`config.mk`:
```
export PLATFORM = sky130hd
export DESIGN_NAME = sdr_port_arbiter
export DESIGN_NICKNAME = d
export VERILOG_FILES = /design/src/rtl/sdr_port_arbiter_pkg.sv /design/src/rtl/sdr_port_arbiter_arb_pick.sv /design/src/rtl/sdr_port_arbiter.sv
export SDC_FILE = /design/constraint.sdc
export NUM_CORES = 1
export LEC_CHECK = 0
export BUFFER_PORTS_ARGS = -buffer_cell sky130_fd_sc_hd__clkbuf_2
export CORE_UTILIZATION = 42
export DETAILED_ROUTE_END_ITERATION = 10
export GPL_ROUTABILITY_DRIVEN = 0
export GPL_TIMING_DRIVEN = 0
export PLACE_DENSITY = 0.68
export SETUP_SLACK_MARGIN = 0.3
export SLEW_MARGIN = 5
export SYNTH_ARGS = -nofsm -noshare
export SYNTH_HDL_FRONTEND = slang
export SYNTH_SLANG_ARGS = --single-unit
export TNS_END_PERCENT = 100
```
`constraint.sdc`:
```
create_clock -name clk_25mhz -period 2.9 [get_ports clk_25mhz]
set_clock_uncertainty 0.05 [all_clocks]
set_input_delay 0.29 -clock clk_25mhz [delete_from_list [all_inputs] [get_ports clk_25mhz]]
set_output_delay 0.29 -clock clk_25mhz [all_outputs]
set_load 0.02 [all_outputs]
```
`src/rtl/sdr_port_arbiter_pkg.sv`:
```
// sdr_port_arbiter_pkg: shared state/owner encodings and default sizing for the SDRAM port arbiter
package sdr_port_arbiter_pkg;
  localparam int AW_DEF = 18;
  localparam int LAT_DEF = 3;
  localparam int STARVE_LIM_DEF = 4;
  typedef enum logic [1:0] {
    S_IDLE = 2'd0,
    S_ACC  = 2'd1,
    S_WAIT = 2'd2,
    S_DONE = 2'd3
  } state_e;
  typedef enum logic {
    OWN_CPU = 1'b0,
    OWN_DMA = 1'b1
  } owner_e;
  function automatic logic [7:0] sat_inc8(input logic [7:0] v);
    return &v ? v : v + 8'd1;
  endfunction
endpackage

```
`src/rtl/sdr_port_arbiter_arb_pick.sv`:
```
// sdr_port_arbiter_arb_pick: IDLE grant decision (CPU priority with DMA anti-starvation) and starve counter
module sdr_port_arbiter_arb_pick
  import sdr_port_arbiter_pkg::*;
#(
  parameter int STARVE_LIM = STARVE_LIM_DEF
) (
  input  logic clk_25mhz,
  input  logic reset,
  input  logic pick_en,
  input  logic cpu_cand,
  input  logic dma_req,
  output logic grant,
  output logic win
);
  localparam int SW = $clog2(STARVE_LIM + 1);
  logic [SW-1:0] starve_q, starve_d;
  always_comb begin
    grant = pick_en & (cpu_cand | dma_req);
    win = dma_req & (~cpu_cand | (starve_q >= SW'(STARVE_LIM)));
    starve_d = (~dma_req | (grant & win)) ? '0 :
               (grant & (starve_q < SW'(STARVE_LIM))) ? starve_q + 1'b1 : starve_q;
  end
  always_ff @(posedge clk_25mhz) begin
    if (reset) starve_q <= '0;
    else starve_q <= starve_d;
  end
endmodule

```
`src/rtl/sdr_port_arbiter.sv`:
```
// sdr_port_arbiter: shares one SDRAM port between the CPU and a DMA master, stalling the CPU via READY.
// Optional grant/wait statistics ports are built when ARB_STATS_EN is defined.
module sdr_port_arbiter
  import sdr_port_arbiter_pkg::*;
#(
  parameter int AW = AW_DEF,
  parameter int LAT = LAT_DEF,
  parameter int STARVE_LIM = STARVE_LIM_DEF
) (
  input  logic          clk_25mhz,
  input  logic          reset,
  input  logic          cpu_req,
  input  logic          cpu_we,
  input  logic [AW-1:0] cpu_addr,
  input  logic [15:0]   cpu_wdata,
  output logic [15:0]   cpu_rdata,
  output logic          cpu_rdy,
  input  logic          dma_req,
  input  logic          dma_we,
  input  logic [AW-1:0] dma_addr,
  input  logic [15:0]   dma_wdata,
  output logic [15:0]   dma_rdata,
  output logic          dma_ack,
  output logic          sdr_csn,
  output logic          sdr_as,
  output logic          sdr_nwr,
  output logic [AW-1:0] sdr_ad,
  output logic [15:0]   sdr_din,
  input  logic [15:0]   sdr_dout
`ifdef ARB_STATS_EN
  ,
  output logic [15:0]   stat_cpu,
  output logic [15:0]   stat_dma,
  output logic [7:0]    stat_maxwait
`endif
);
  localparam int CW = $clog2(LAT + 1);
  state_e state_q, state_d;
  owner_e own_q, own_d;
  logic [CW-1:0] cnt_q, cnt_d;
  logic pend_q, pend_d, pwe_q, pwe_d, nwr_q, nwr_d;
  logic [AW-1:0] paddr_q, paddr_d, ad_q, ad_d;
  logic [15:0] pwd_q, pwd_d, din_q, din_d, crd_q, crd_d, drd_q, drd_d;
  logic grant, win, take, cpu_done, cap;
  assign take = cpu_req & ~pend_q;
  assign cpu_done = state_q == S_DONE && own_q == OWN_CPU;
  assign cap = state_q == S_WAIT && cnt_q == '0;
  sdr_port_arbiter_arb_pick #(.STARVE_LIM(STARVE_LIM)) u_pick (
    .clk_25mhz(clk_25mhz),
    .reset(reset),
    .pick_en(state_q == S_IDLE),
    .cpu_cand(cpu_req | pend_q),
    .dma_req(dma_req),
    .grant(grant),
    .win(win)
  );
  // A CPU grant in the same cycle as its cpu_req reads the slot's next value.
  always_comb begin
    state_d = state_q;
    own_d = own_q;
    cnt_d = cnt_q;
    pend_d = cpu_done ? 1'b0 : pend_q | cpu_req;
    pwe_d = take ? cpu_we : pwe_q;
    paddr_d = take ? cpu_addr : paddr_q;
    pwd_d = take ? cpu_wdata : pwd_q;
    nwr_d = nwr_q;
    ad_d = ad_q;
    din_d = din_q;
    crd_d = cap && own_q == OWN_CPU ? sdr_dout : crd_q;
    drd_d = cap && own_q == OWN_DMA ? sdr_dout : drd_q;
    case (state_q)
      S_IDLE: if (grant) begin
        state_d = S_ACC;
        own_d = owner_e'(win);
        nwr_d = win ? ~dma_we : ~pwe_d;
        ad_d = win ? dma_addr : paddr_d;
        din_d = win ? dma_wdata : pwd_d;
      end
      S_ACC: begin
        state_d = S_WAIT;
        cnt_d = CW'(LAT - 1);
      end
      S_WAIT: begin
        state_d = cap ? S_DONE : S_WAIT;
        cnt_d = cap ? cnt_q : cnt_q - 1'b1;
      end
      S_DONE: state_d = S_IDLE;
    endcase
  end
  always_ff @(posedge clk_25mhz) begin
    if (reset) begin
      state_q <= S_IDLE;
      own_q <= OWN_CPU;
      cnt_q <= '0;
      pend_q <= 1'b0;
      pwe_q <= 1'b0;
      nwr_q <= 1'b1;
      paddr_q <= '0;
      ad_q <= '0;
      pwd_q <= '0;
      din_q <= '0;
      crd_q <= '0;
      drd_q <= '0;
    end else begin
      state_q <= state_d;
      own_q <= own_d;
      cnt_q <= cnt_d;
      pend_q <= pend_d;
      pwe_q <= pwe_d;
      nwr_q <= nwr_d;
      paddr_q <= paddr_d;
      ad_q <= ad_d;
      pwd_q <= pwd_d;
      din_q <= din_d;
      crd_q <= crd_d;
      drd_q <= drd_d;
    end
  end
  assign sdr_csn = ~(state_q == S_ACC || state_q == S_WAIT);
  assign sdr_as = state_q == S_ACC;
  assign sdr_nwr = nwr_q | sdr_csn;
  assign sdr_ad = ad_q;
  assign sdr_din = din_q;
  assign cpu_rdata = crd_q;
  assign dma_rdata = drd_q;
  assign cpu_rdy = ~pend_q | cpu_done;
  assign dma_ack = state_q == S_DONE && own_q == OWN_DMA;
`ifdef ARB_STATS_EN
  logic [15:0] scpu_q, scpu_d, sdma_q, sdma_d;
  logic [7:0] wcnt_q, wcnt_d, wmax_q, wmax_d;
  always_comb begin
    scpu_d = scpu_q + {15'd0, grant & ~win};
    sdma_d = sdma_q + {15'd0, grant & win};
    wcnt_d = cpu_rdy ? 8'd0 : sat_inc8(wcnt_q);
    wmax_d = cpu_done && wcnt_q > wmax_q ? wcnt_q : wmax_q;
  end
  always_ff @(posedge clk_25mhz) begin
    if (reset) begin
      scpu_q <= '0;
      sdma_q <= '0;
      wcnt_q <= '0;
      wmax_q <= '0;
    end else begin
      scpu_q <= scpu_d;
      sdma_q <= sdma_d;
      wcnt_q <= wcnt_d;
      wmax_q <= wmax_d;
    end
  end
  assign stat_cpu = scpu_q;
  assign stat_dma = sdma_q;
  assign stat_maxwait = wmax_q;
`endif
endmodule
```
==> results.py <==
metrics = {
    "yosys": {
        "synth_xor_area_share_pct": 0,
        "synth_seq_area_share_pct": 45.8,
        "synth_fa_ha_area_share_pct": 1.80,
        "yosysTopAreaCellShare_pct": 45.8,
        "synth_mux_area_share_pct": 0.206,
        "ys_warn_count": 0,
        "synth.distinct_cells": 36,
        "yosysTopAreaCell": "dfxtp_1",
        "synth_fp_nets": 660,
        "synth_area_mm2": 0.00485,
        "synth_top_family_by_area": "compound AO/OA/AOI/OAI gates",
        "ys_seq_elements": 111,
        "synth_compound_area_share_pct": 22.8,
        "synth_area_leaders": "dfxtp_1 (46%), nand2_1 (7.7%), a21oi_1 (7.3%)",
        "yosys.area_share.simple_pct": 20.6,
        "synthCells": 563,
        "postSynthAreaPerCell_um2": 8.62,
    },
    "clock_tree": {
        "cts_setup_buffers": 0,
        "cts.clk_slew.worst_paths_ns": 0.07,
        "cts_tree": "yes",
        "postCtsHoldBufs": 0,
        "clockBufferDepth": 2,
        "clkSinkCount": 111,
        "numCtsBuffers": 9,
        "cts_resized": 0,
        "clock_latency_ns": 0.34,
        "cts-htree-levels": 3,
        "root_buffer": "clkbuf_16",
    },
    "worst_hold_path": {
        "hold_start": "sdr_dout[1]",
        "hold_class": "in -> reg",
        "whs_endpoint": "dma_rdata[1]$_SDFFE_PP0P_",
        "holdPathStages": 3,
    },
    "route": {
        "vias_per_cell": 5.42,
        "drt_iter0_drc": 352,
        "antenna_left": 0,
        "drt-pass1-iter-count": 4,
        "vias": 4754,
        "routed_wl_mm": 13.6,
        "wl_per_cell_um": 15.5,
        "route.detailed.drc": 0,
    },
    "floorplanning": {
        "initial_utilization_pct": 44.0,
        "die_y_um": 110,
        "io_pins": 161,
        "coreArea_mm2": 0.0110,
        "die_width_um": 110,
        "row_count": 38,
        "die_area_mm2": 0.0120,
    },
    "sta": {
        "max_slew_margin_pct": 62.4,
        "tightest_slew_ns": 0.564,
        "finalCriticalPeriod_ns": 1.98,
        "final_hold_viol_count": 0,
        "setup_tns_ns": 0,
        "rsz0062_at_grt": "false",
        "finalMaxSlewViolations": 0,
        "clock.fmax_mhz": 504,
        "finalSetupViolations": 0,
        "hold_ws_ns": 0.126,
        "timing.final.crit_share_pct": 68.4,
    },
    "critical_path": {
        "crit_path_start_kind": "register",
        "critical_path_class": "reg -> reg",
        "r2r-start": "state_q[0]$_SDFFE_PP0P_",
        "crit_required_ns": 3.14,
        "crit_arrival_ns": 2.22,
        "r2r_setup_slack_ns": 0.92,
        "endpoint_kind": "register",
        "r2r_end": "sdr_din[12]$_SDFFE_PP0P_",
        "critPathMaxFanout": 10,
        "reg2regPathDepth": 6,
    },
    "flow_run": {
        "cap_violations": 0,
    },
    "cells_and_area": {
        "fin_util_pct": 55.2,
        "diodes": 0,
        "layout-drive-gt1-share_pct": 28.4,
        "area_growth_pct": 25.5,
        "nFillCells": 1092,
        "nNetsFinal": 831,
        "fin_area_mm2": 0.00609,
    },
    "global_routing": {
        "grt.total_usage_pct": 23.2,
        "overflow": 0,
        "grt_pass1_vias": 4472,
        "grt_pass1_wl_mm": 21.6,
        "antenna_found_initial": 0,
        "grt_start_max_net_pins": 18,
    },
    "pwr": {
        "powerDensity_mw_per_mm2": 729,
        "p_leak_nw": 2.51,
        "ir_drop_mv": 0.323,
        "finalPower_mw": 4.44,
    },
    "status": {
        "status": "completed",
    },
    "placed_design": {
        "dpl_cell_area_mm2": 0.00583,
        "hpwl_mm": 10.2,
        "io_buffers": 160,
    },
}
## per-stage QoR
step           setup slack (ns)  instances
6_report                  0.915        877
5_1_grt                   0.726        877
4_1_cts                   0.857        877
3_5_place_dp              0.883        863
3_3_place_gp              0.975        863
2_1_floorplan              1.24        563
## Yosys cell counts, drive strengths merged
library cell / count
nand2: 100
nand3b: 37
o22ai: 1
a32oi: 1
o21ba: 1
a21o: 1
dfxtp: 111
o221ai: 34
a211oi: 1
mux2i: 1
or3: 34
o21ai: 4
nor2b: 1
o32a: 1
nand2b: 4
nand3: 3
o31a: 1
clkbuf: 17
and2: 2
and3b: 2
nor2: 9
o21bai: 1
buf: 35
ha: 7
a221oi: 1
o311ai: 1
or4b: 1
inv: 43
o31ai: 1
a32o: 34
and3: 2
a21oi: 71
## routing by layer
metal / up-vias / track usage (%) / wire [um]
met2: 172 / 38.5 / 6340
met1: 2226 / 30.3 / 6080
met3: 10 / 5.63 / 1050
met4: 0 / 5.62 / 116
li1: 2346 / - / -
met5: - / 0 / 0
## cell families after synthesis
family,count (synthesis)
simple gates,195
compound gates,154
fa+ha+maj,7
flops,111
mux,1
buf+inv,95
## sequential cells by signal, indices dropped and copies added (netlist names)
name,count
cnt_q,2
u_pick.starve_q,3
dma_rdata,16
pend_q,1
pwe_q,1
own_q,1
state_q,2
sdr_ad,18
nwr_q,1
cpu_rdata,16
paddr_q,18
sdr_din,16
pwd_q,16
## cells in the final DEF, fill, tap and decap left out, types with 2 or more instances in the layout
cell type | Yosys | layout
nand2_1 | 100 | 100
buf_6 | 5 | 5
and2_1 | 2 | 2
nand2b_1 | 4 | 4
buf_1 | 3 | 3
clkbuf_1 | 16 | 16
dfxtp_1 | 111 | 111
clkbuf_2 | 1 | 161
ha_1 | 7 | 7
a21oi_1 | 71 | 71
and3_1 | 2 | 2
nor2_1 | 8 | 8
a32o_1 | 34 | 34
buf_2 | 27 | 27
inv_1 | 43 | 43
nand3_1 | 3 | 3
nand3b_1 | 37 | 37
clkinvlp_4 | 0 | 3
and3b_1 | 2 | 2
or3_1 | 34 | 34
clkbuf_16 | 0 | 9
o221ai_1 | 34 | 34
o21ai_0 | 4 | 4
## layout make-up
cell class | instances | area [um^2] | share of cell area (%)
plain buffers | 52 | 268 | 4.40
flip-flops and latches | 111 | 2220 | 36.5
well taps | 140 | 175 | 2.88
repair buffers | 160 | 801 | 13.1
clock inverters | 5 | 36.3 | 0.596
multi-input cells | 357 | 2200 | 36.2
inverters | 43 | 161 | 2.65
clock buffers | 9 | 225 | 3.70
## worst max-delay path by stage
stage                                 start                       end  slack, ns  cells past startpoint
finish              state_q[0]$_SDFFE_PP0P_  sdr_din[12]$_SDFFE_PP0P_       0.92                      6
global route        state_q[0]$_SDFFE_PP0P_    sdr_ad[8]$_SDFFE_PP0P_       0.73                      6
CTS                 state_q[0]$_SDFFE_PP0P_   sdr_ad[11]$_SDFFE_PP0P_       0.86                      6
detailed placement  state_q[0]$_SDFFE_PP0P_   sdr_ad[11]$_SDFFE_PP0P_       0.88                      6
global placement    state_q[0]$_SDFFE_PP0P_  sdr_din[15]$_SDFFE_PP0P_       0.98                      6
floorplan           state_q[0]$_SDFFE_PP0P_   state_q[1]$_SDFFE_PP0P_       1.24                      5
## worst max-delay path, stage by stage, from the launching register on
cell,delay (ns)
dfxtp_1,0.35
inv_1,0.12
ha_1,0.28
o31ai_1,0.15
nor2_1,0.45
buf_2,0.33
a32o_1,0.19
## where the power goes
part | total (mW) | internal (mW) | switching, mW | leakage, nW
logic | 1.44 | 0.540 | 0.895 | 1.49
clock network | 1.12 | 0.575 | 0.543 | 0.120
registers | 1.89 | 1.75 | 0.133 | 0.906
(Power assumes the default switching activity.)
